===== src/rtl/sum_capture_pkg.sv =====
// Shared defaults for the sum capture FIFO: sample/occupancy widths, depth and
// the pointer-width helper used to size the modulo pointers.
package sum_capture_pkg;

  localparam int SC_DATA_W = 9;
  localparam int SC_DEPTH  = 17;
  localparam int SC_CNT_W  = 5;
  localparam int SC_OVF_W  = 8;

  localparam int OVF_MAX = (1 << SC_OVF_W) - 1;

  function automatic int clog2(input int value);
    int bits;
    bits = 1;
    while ((1 << bits) < value) begin
      bits = bits + 1;
    end
    return bits;
  endfunction

endpackage


===== src/rtl/sum_capture_fifo_ptr.sv =====
// Modulo-DEPTH pointer: advances by one when enabled and wraps from DEPTH-1
// back to 0, so non-power-of-two depths work without masking.
module mod_ptr #(
  parameter int DEPTH = 17,
  parameter int PTR_W = 5
) (
  input  logic             clk,
  input  logic             rst_n,
  input  logic             adv,
  output logic [PTR_W-1:0] ptr
);

  localparam logic [PTR_W-1:0] PTR_LAST = PTR_W'(DEPTH - 1);

  always_ff @(posedge clk or negedge rst_n) begin
    if (!rst_n) begin
      ptr <= '0;
    end else if (adv) begin
      ptr <= (ptr == PTR_LAST) ? '0 : ptr + 1'b1;
    end
  end

endmodule


===== src/rtl/sum_capture_fifo.sv =====
// First-word-fall-through capture FIFO for adder sums, with registered
// full/empty flags and a saturating count of samples dropped while full.
module sum_capture_fifo
  import sum_capture_pkg::*;
#(
  parameter int DATA_W = SC_DATA_W,
  parameter int DEPTH  = SC_DEPTH,
  parameter int CNT_W  = SC_CNT_W,
  parameter int OVF_W  = SC_OVF_W
) (
  input  logic              clk,
  input  logic              rst_n,
  input  logic              in_valid,
  input  logic [DATA_W-1:0] in_data,
  output logic              in_ready,
  output logic              out_valid,
  output logic [DATA_W-1:0] out_data,
  input  logic              out_ready,
  output logic [CNT_W-1:0]  count,
  output logic              full,
  output logic              empty,
  output logic [OVF_W-1:0]  overflow_cnt
);

  localparam int               PTR_W    = clog2(DEPTH);
  localparam logic [CNT_W-1:0] CNT_FULL = CNT_W'(DEPTH);

  logic [DATA_W-1:0] mem [DEPTH];
  logic [PTR_W-1:0]  wr_ptr;
  logic [PTR_W-1:0]  rd_ptr;
  logic              push;
  logic              pop;
  logic [CNT_W-1:0]  count_nxt;

  // A full FIFO refuses input even when the head is popped the same cycle.
  assign in_ready  = ~full;
  assign out_valid = ~empty;
  assign push      = in_valid & ~full;
  assign pop       = out_ready & ~empty;
  assign out_data  = empty ? '0 : mem[rd_ptr];

  mod_ptr #(
    .DEPTH (DEPTH),
    .PTR_W (PTR_W)
  ) u_wr_ptr (
    .clk   (clk),
    .rst_n (rst_n),
    .adv   (push),
    .ptr   (wr_ptr)
  );

  mod_ptr #(
    .DEPTH (DEPTH),
    .PTR_W (PTR_W)
  ) u_rd_ptr (
    .clk   (clk),
    .rst_n (rst_n),
    .adv   (pop),
    .ptr   (rd_ptr)
  );

  always_ff @(posedge clk) begin
    if (push) begin
      mem[wr_ptr] <= in_data;
    end
  end

  always_comb begin
    count_nxt = count;
    case ({push, pop})
      2'b10:   count_nxt = count + 1'b1;
      2'b01:   count_nxt = count - 1'b1;
      default: count_nxt = count;
    endcase
  end

  always_ff @(posedge clk or negedge rst_n) begin
    if (!rst_n) begin
      count        <= '0;
      full         <= 1'b0;
      empty        <= 1'b1;
      overflow_cnt <= '0;
    end else begin
      count <= count_nxt;
      full  <= (count_nxt == CNT_FULL);
      empty <= (count_nxt == '0);
      if (in_valid && full && (overflow_cnt != '1)) begin
        overflow_cnt <= overflow_cnt + 1'b1;
      end
    end
  end

endmodule

===== config.mk =====
export PLATFORM = sky130hd
export DESIGN_NAME = sum_capture_fifo
export DESIGN_NICKNAME = d
export VERILOG_FILES = /design/src/rtl/sum_capture_pkg.sv /design/src/rtl/sum_capture_fifo_ptr.sv /design/src/rtl/sum_capture_fifo.sv
export SDC_FILE = /design/constraint.sdc
export NUM_CORES = 1
export LEC_CHECK = 0
export BUFFER_PORTS_ARGS = -buffer_cell sky130_fd_sc_hd__buf_2
export CAP_MARGIN = 20
export CORE_MARGIN = 2
export CORE_UTILIZATION = 41
export DETAILED_ROUTE_END_ITERATION = 12
export GPL_TIMING_DRIVEN = 0
export PLACE_DENSITY_LB_ADDON = 0.12
export SKIP_LAST_GASP = 1
export SLEW_MARGIN = 40
export SYNTH_ARGS = -nofsm -noshare
export SYNTH_HDL_FRONTEND = slang
export SYNTH_SLANG_ARGS = --single-unit

===== constraint.sdc =====
create_clock -name clk -period 3.15 [get_ports clk]
set_input_delay 0.63 -clock clk [delete_from_list [all_inputs] [get_ports clk]]
set_output_delay 0.63 -clock clk [all_outputs]
set_load 0.05 [all_outputs]

; ---- Word level (Yosys, flattened, before mapping)
; Memories as Yosys holds them, arrays and structs flattened.
; Cells that the tools add are included.
[word_totals]
in_bits = 13
register_bits = 25
memories = 1
mem_bits_rw = 153
elab_cells = 31
output_inout_bits = 26
[memory_table]
columns = memory, depth, word_bits, rd, rd_clocked_by_memory_dff, wr, line
row1 = mem, 17, 9, 1, 0, 1, sum_capture_fifo.sv:28  ; logic [DATA_W-1:0] mem [DEPTH];
[op_classes]
muxes = 6
addsub = 5
reduce_logical = 3
eq_ne = 6
bitwise_logic = 4
[op_table]
columns = operator, n
row1 = 5-bit by 1-bit adder with 5-bit output (second input constant), 3
row2 = 5-bit == test (second input constant), 3
row3 = 5-bit 2-to-1 mux, 2
row4 = 5-bit one-hot mux with 2 select lines, 1
row5 = 9-bit 2-to-1 mux, 1
row6 = 8-bit by 1-bit adder with 8-bit output (second input constant), 1
row7 = 8-bit != test (second input constant), 1
row8 = 5-bit zero test, 1
row9 = 5-bit by 1-bit subtractor with 5-bit output (second input constant), 1
row10 = 1-bit bitwise AND, 2
row11 = 2-bit by 1-bit == test with 1-bit output (second input constant), 1
row12 = 2-bit == test (second input constant), 1
row13 = 1-bit logical AND, 2
row14 = 1-bit 2-to-1 mux, 2
row15 = 1-bit inverter, 2

; ---- Longest topological paths before layout
[logic_depth]
ltp_word = 5
depth_mapped = 11
depth_no_buf = 10

; ---- Cells and area by module
; From an unflattened synthesis, not the netlist that was laid out.
[hier_totals]
cells_unflattened = 398
area_unflattened_um2 = 7248.2
[by_module_without_submodules]
columns = mod, instances, cells_each, area_per_inst_um2
row1 = sum_capture_fifo, 1, 346, 6725.2
row2 = mod_ptr, 2, 26, 261.5

; ---- Worst setup path after synthesis
; OpenSTA, ideal clock, no wires.
[synth_timing]
kind = register -> register
startpoint = register empty
endpoint = register full
setup_time_ps = 80
required_ps = 3070
stages_incl_launch_ff = 9
arrival_ps = 2422
setup_slack_ps = 648
path_cell_list = dfstp_2 > nand2b_1 > inv_1 > clkbuf_1 > ha_1 > mux2_2 > a311oi_2 > o211ai_1 > nor3b_2
[synth_via]
elab_chain_cells = 5
word_cells_on_any_way = 6
[synth_lines]
columns = item, line
row1 = start: declaration, sum_capture_fifo.sv:21  ; output logic empty,
row2 = start signal: assignment, sum_capture_fifo.sv:86  ; empty <= (count_nxt == '0);
row3 = 1-bit inverter (*), sum_capture_fifo.sv:39  ; assign pop = out_ready & ~empty;
row4 = 1-bit bitwise AND (*), sum_capture_fifo.sv:39
row5 = 2-bit by 1-bit == test with 1-bit output or 2-bit == test (tied branches), sum_capture_fifo.sv:70  ; case ({push, pop})
row6 = 5-bit one-hot mux with 2 select lines (*), sum_capture_fifo.sv:70
row7 = named net count_nxt[1], sum_capture_fifo.sv:33  ; logic [CNT_W-1:0] count_nxt;
row8 = 5-bit == test (*), sum_capture_fifo.sv:85  ; full <= (count_nxt == CNT_FULL);
row9 = end signal: assignment, sum_capture_fifo.sv:85
row10 = end: declaration, sum_capture_fifo.sv:20  ; output logic full,
; The timed path passes the listed nets; every way through them passes the cells marked *.
; A chain may end at the register's enable or synchronous reset.

; ---- Final worst setup path
[layout_timing]
startpoint = register u_rd_ptr.ptr[0]
endpoint = output port out_data[2]
[layout_via]
elab_chain_cells = 2
[layout_lines]
columns = item, line
row1 = start: declaration, sum_capture_fifo_ptr.sv:10  ; output logic [PTR_W-1:0] ptr
row2 = start signal: assignment, sum_capture_fifo_ptr.sv:19  ; ptr <= (ptr == PTR_LAST) ? '0 : ptr + 1'b1;
row3 = memory read 17 x 9 bit, --
row4 = 9-bit 2-to-1 mux, sum_capture_fifo.sv:40  ; assign out_data = empty ? '0 : mem[rd_ptr];
row5 = end: declaration, sum_capture_fifo.sv:17  ; output logic [DATA_W-1:0] out_data,
; Every way passes these cells.

==> flow_metrics.env <==
export IMPL_status="complete, no violations"
export IMPL_finalHoldViolCount=0
export IMPL_worstSkewPairLatency_ns=0.42
export IMPL_clkTransAtPathRegs_ns=0.06
export IMPL_drive_gt1_share_pct=31.74
export IMPL_clock_fmax_ghz=0.3266
export IMPL_min_period_over_period_pct=97.22
export IMPL_area_growth_pct=16.48
export IMPL_clockRootBuffer="clkbuf_16"
export IMPL_end_kind="primary output"
export IMPL_vias=3851
export IMPL_ctsHoldBuffers=0
export IMPL_holdCritPathClass="in -> async"
export IMPL_synth_edf_count=153
export IMPL_async_flop_share_pct=14.04
export IMPL_synthDistinctLibCells=42
export IMPL_grt_max_degree=26
export IMPL_die_area_um2=18710
export IMPL_ys_top_cells_by_count="153 x edfxtp_1, 36 x mux4_2, 27 x nand2_1"
export IMPL_remaining_drc_errors=0
export IMPL_nets=491
export IMPL_portBuffers=38
export IMPL_seq_area_frac_synth_pct=72.22
export IMPL_core_area_um2=17300
export IMPL_max_cap_violations=0
export IMPL_grt_pass1_wl_um=23130
export IMPL_overflow=0
export IMPL_place_gp_congestion=0.7919
export IMPL_synth_top_cell_area_share_pct=63.55
export IMPL_finalPower_mw=8.282
export IMPL_power_density_nw_per_um2=983.6
export IMPL_synth_flop_cell="edfxtp_1"
export IMPL_syn_num_nets=425
export IMPL_final_setup_viol_count=0
export IMPL_clockBufferDepth=2
export IMPL_drtIter0Drc=253
export IMPL_yosysTopAreaCell="edfxtp_1"
export IMPL_first_pass_iters=4
export IMPL_cts_tree="done"
export IMPL_slew_headroom_pct=42.65
export IMPL_yosys_top_cells_area="edfxtp_1 64%, mux4_2 11%, dfrtp_1 8.3%"
export IMPL_ys_ff_latch=178
export IMPL_worst_path_max_fanout=10
export IMPL_antenna_cells=0
export IMPL_cts_sinks=178
export IMPL_fin_ws_ns=0.08770
export IMPL_htreeDepth=4
export IMPL_wire_per_inst_um=21.63
export IMPL_synth_area_um2=7229
export IMPL_path_class="reg -> out"
export IMPL_final_setup_skew_ns=0.004733
export IMPL_ioPinCount=39
export IMPL_gr_usage_all_layers_pct=17.63
export IMPL_max_vdd_ir_drop_mv=0.8352
export IMPL_syn_area_per_cell_um2=17.94
export IMPL_startpoint_type="register"
export IMPL_row_count=48
export IMPL_arrival_ns=2.43
export IMPL_tightest_slew_ns=0.8571
export IMPL_antenna_found_initial=0
export IMPL_power_leakage_nw=2.902
export IMPL_cts_buffers=17
export IMPL_required_ns=2.52
export IMPL_synthCells=403
export IMPL_die_h_um=136.8
export IMPL_ant_nets=0
export IMPL_finalMaxSlewViolations=0
export IMPL_wirelength_um=15290
export IMPL_fin_crit_ns=3.062
export IMPL_hpwlAfterDp_um=9879
export IMPL_grt_pass1_vias=3911
export IMPL_yosys_warnings=0
export IMPL_initial_core_util_pct=41.80
export IMPL_dpl_worst_slack_ns=0.2916
export IMPL_yosysMostFrequentCell="edfxtp_1"
export IMPL_final_util_pct=48.68
export IMPL_vias_per_cell=5.447
export IMPL_fp_dieW_um=136.8
-- state kept, by name, summed over array words and instances, names as in the netlist --
name          flops
mem             153
full              1
empty             1
u_rd_ptr.ptr      5
count             5
overflow_cnt      8
u_wr_ptr.ptr      5
-- cells by family (layout without fill, tap and decap cells) --
kind of cell             after synthesis  count (layout)  synth area share (%)
flip-flops                           178             178                 72.22
AND/OR/NAND/NOR                       83              83                 5.608
AO/OA/AOI/OAI                         51              51                 5.227
multiplexers                          40              40                 11.82
buffers and inverters                 29             108                 1.990
XOR/XNOR                              13              13                 1.575
adder cells (fa/ha/maj)                9               9                 1.558
-- worst max-delay path, cell delays in order, from the launching register on --
cell,delay [ns]
dfrtp_2,0.41
buf_12,0.14
buf_12,0.15
mux4_2,0.55
a22oi_2,0.27
nand2_1,0.09
a22o_1,0.20
buf_4,0.19
-- final timing paths --
path | start | end | slack [ns] | depth (start not counted)
worst max register to register | empty | full | 0.50 | 8
max in group asynchronous | rst_n | u_rd_ptr.ptr[0] | 2.53 | 1
min in group clk | overflow_cnt[5] | overflow_cnt[5] | 0.51 | 1
worst min-delay path | rst_n | count[2] | 0.20 | 1
worst min register to register | overflow_cnt[5] | overflow_cnt[5] | 0.51 | 1
worst max-delay path | u_rd_ptr.ptr[0] | out_data[2] | 0.09 | 7
-- metrics by stage --
step | cells | area (um2) | setup TNS, ns | hold slack [ns]
after floorplan | 403 | 7229 | 0 | 0.3344
after global placement | 666 | 7701 | 0 | 0.4848
after detailed placement | 668 | 7759 | 0 | 0.4915
after CTS | 701 | 8356 | 0 | 0.2139
after global routing | 707 | 8421 | -0.01579 | 0.2301
final | 707 | 8421 | 0 | 0.2014
-- power by group --
| part | internal (mW) | switching (mW) |
|---|---|---|
| clock network | 1.08 | 0.832 |
| logic | 1.23 | 2.08 |
| registers | 2.88 | 0.180 |
| total | 5.19 | 3.10 |
-- routing by layer --
layer / global-route usage (%) / part of all wire [%] / vias to the layer above
met5: 0 / 0 / -
met4: 7.216 / 2.6 / 0
met3: 4.000 / 5.7 / 22
met2: 26.50 / 47 / 107
met1: 25.00 / 45 / 1984
li1: - / - / 1738
-- cell type report --
class / instances / area, um2
inverter: 13 / 48.80
tap: 225 / 281.5
clock buffer: 21 / 440.4
timing repair buffer: 47 / 257.7
multi-input combinational: 196 / 1947
fill: 1469 / 8876
clock inverter: 11 / 90.09
buffer: 16 / 132.6
sequential: 178 / 5223
-- timing repair --
item                                   CTS  global route
pin swaps                                0             1
endpoints found under the hold margin    0             0
setup endpoints to repair                9             9
buffers inserted                         1             6
gates resized for setup                 16             7
-- cells in the final DEF, fill, tap and decap left out, drive strengths merged, types with 5 or more instances in the layout --
master  instances
mux4           36
nand2          27
clkinv          7
o21ai           7
dfrtp          24
ha              9
xnor2          11
nand3           6
buf            56
nor2b           5
nor2           23
edfxtp        153
a22o            9
clkbuf         28
inv            13
nand4           5
a22oi          18
a21oi           5
(Power assumes the default switching activity.)
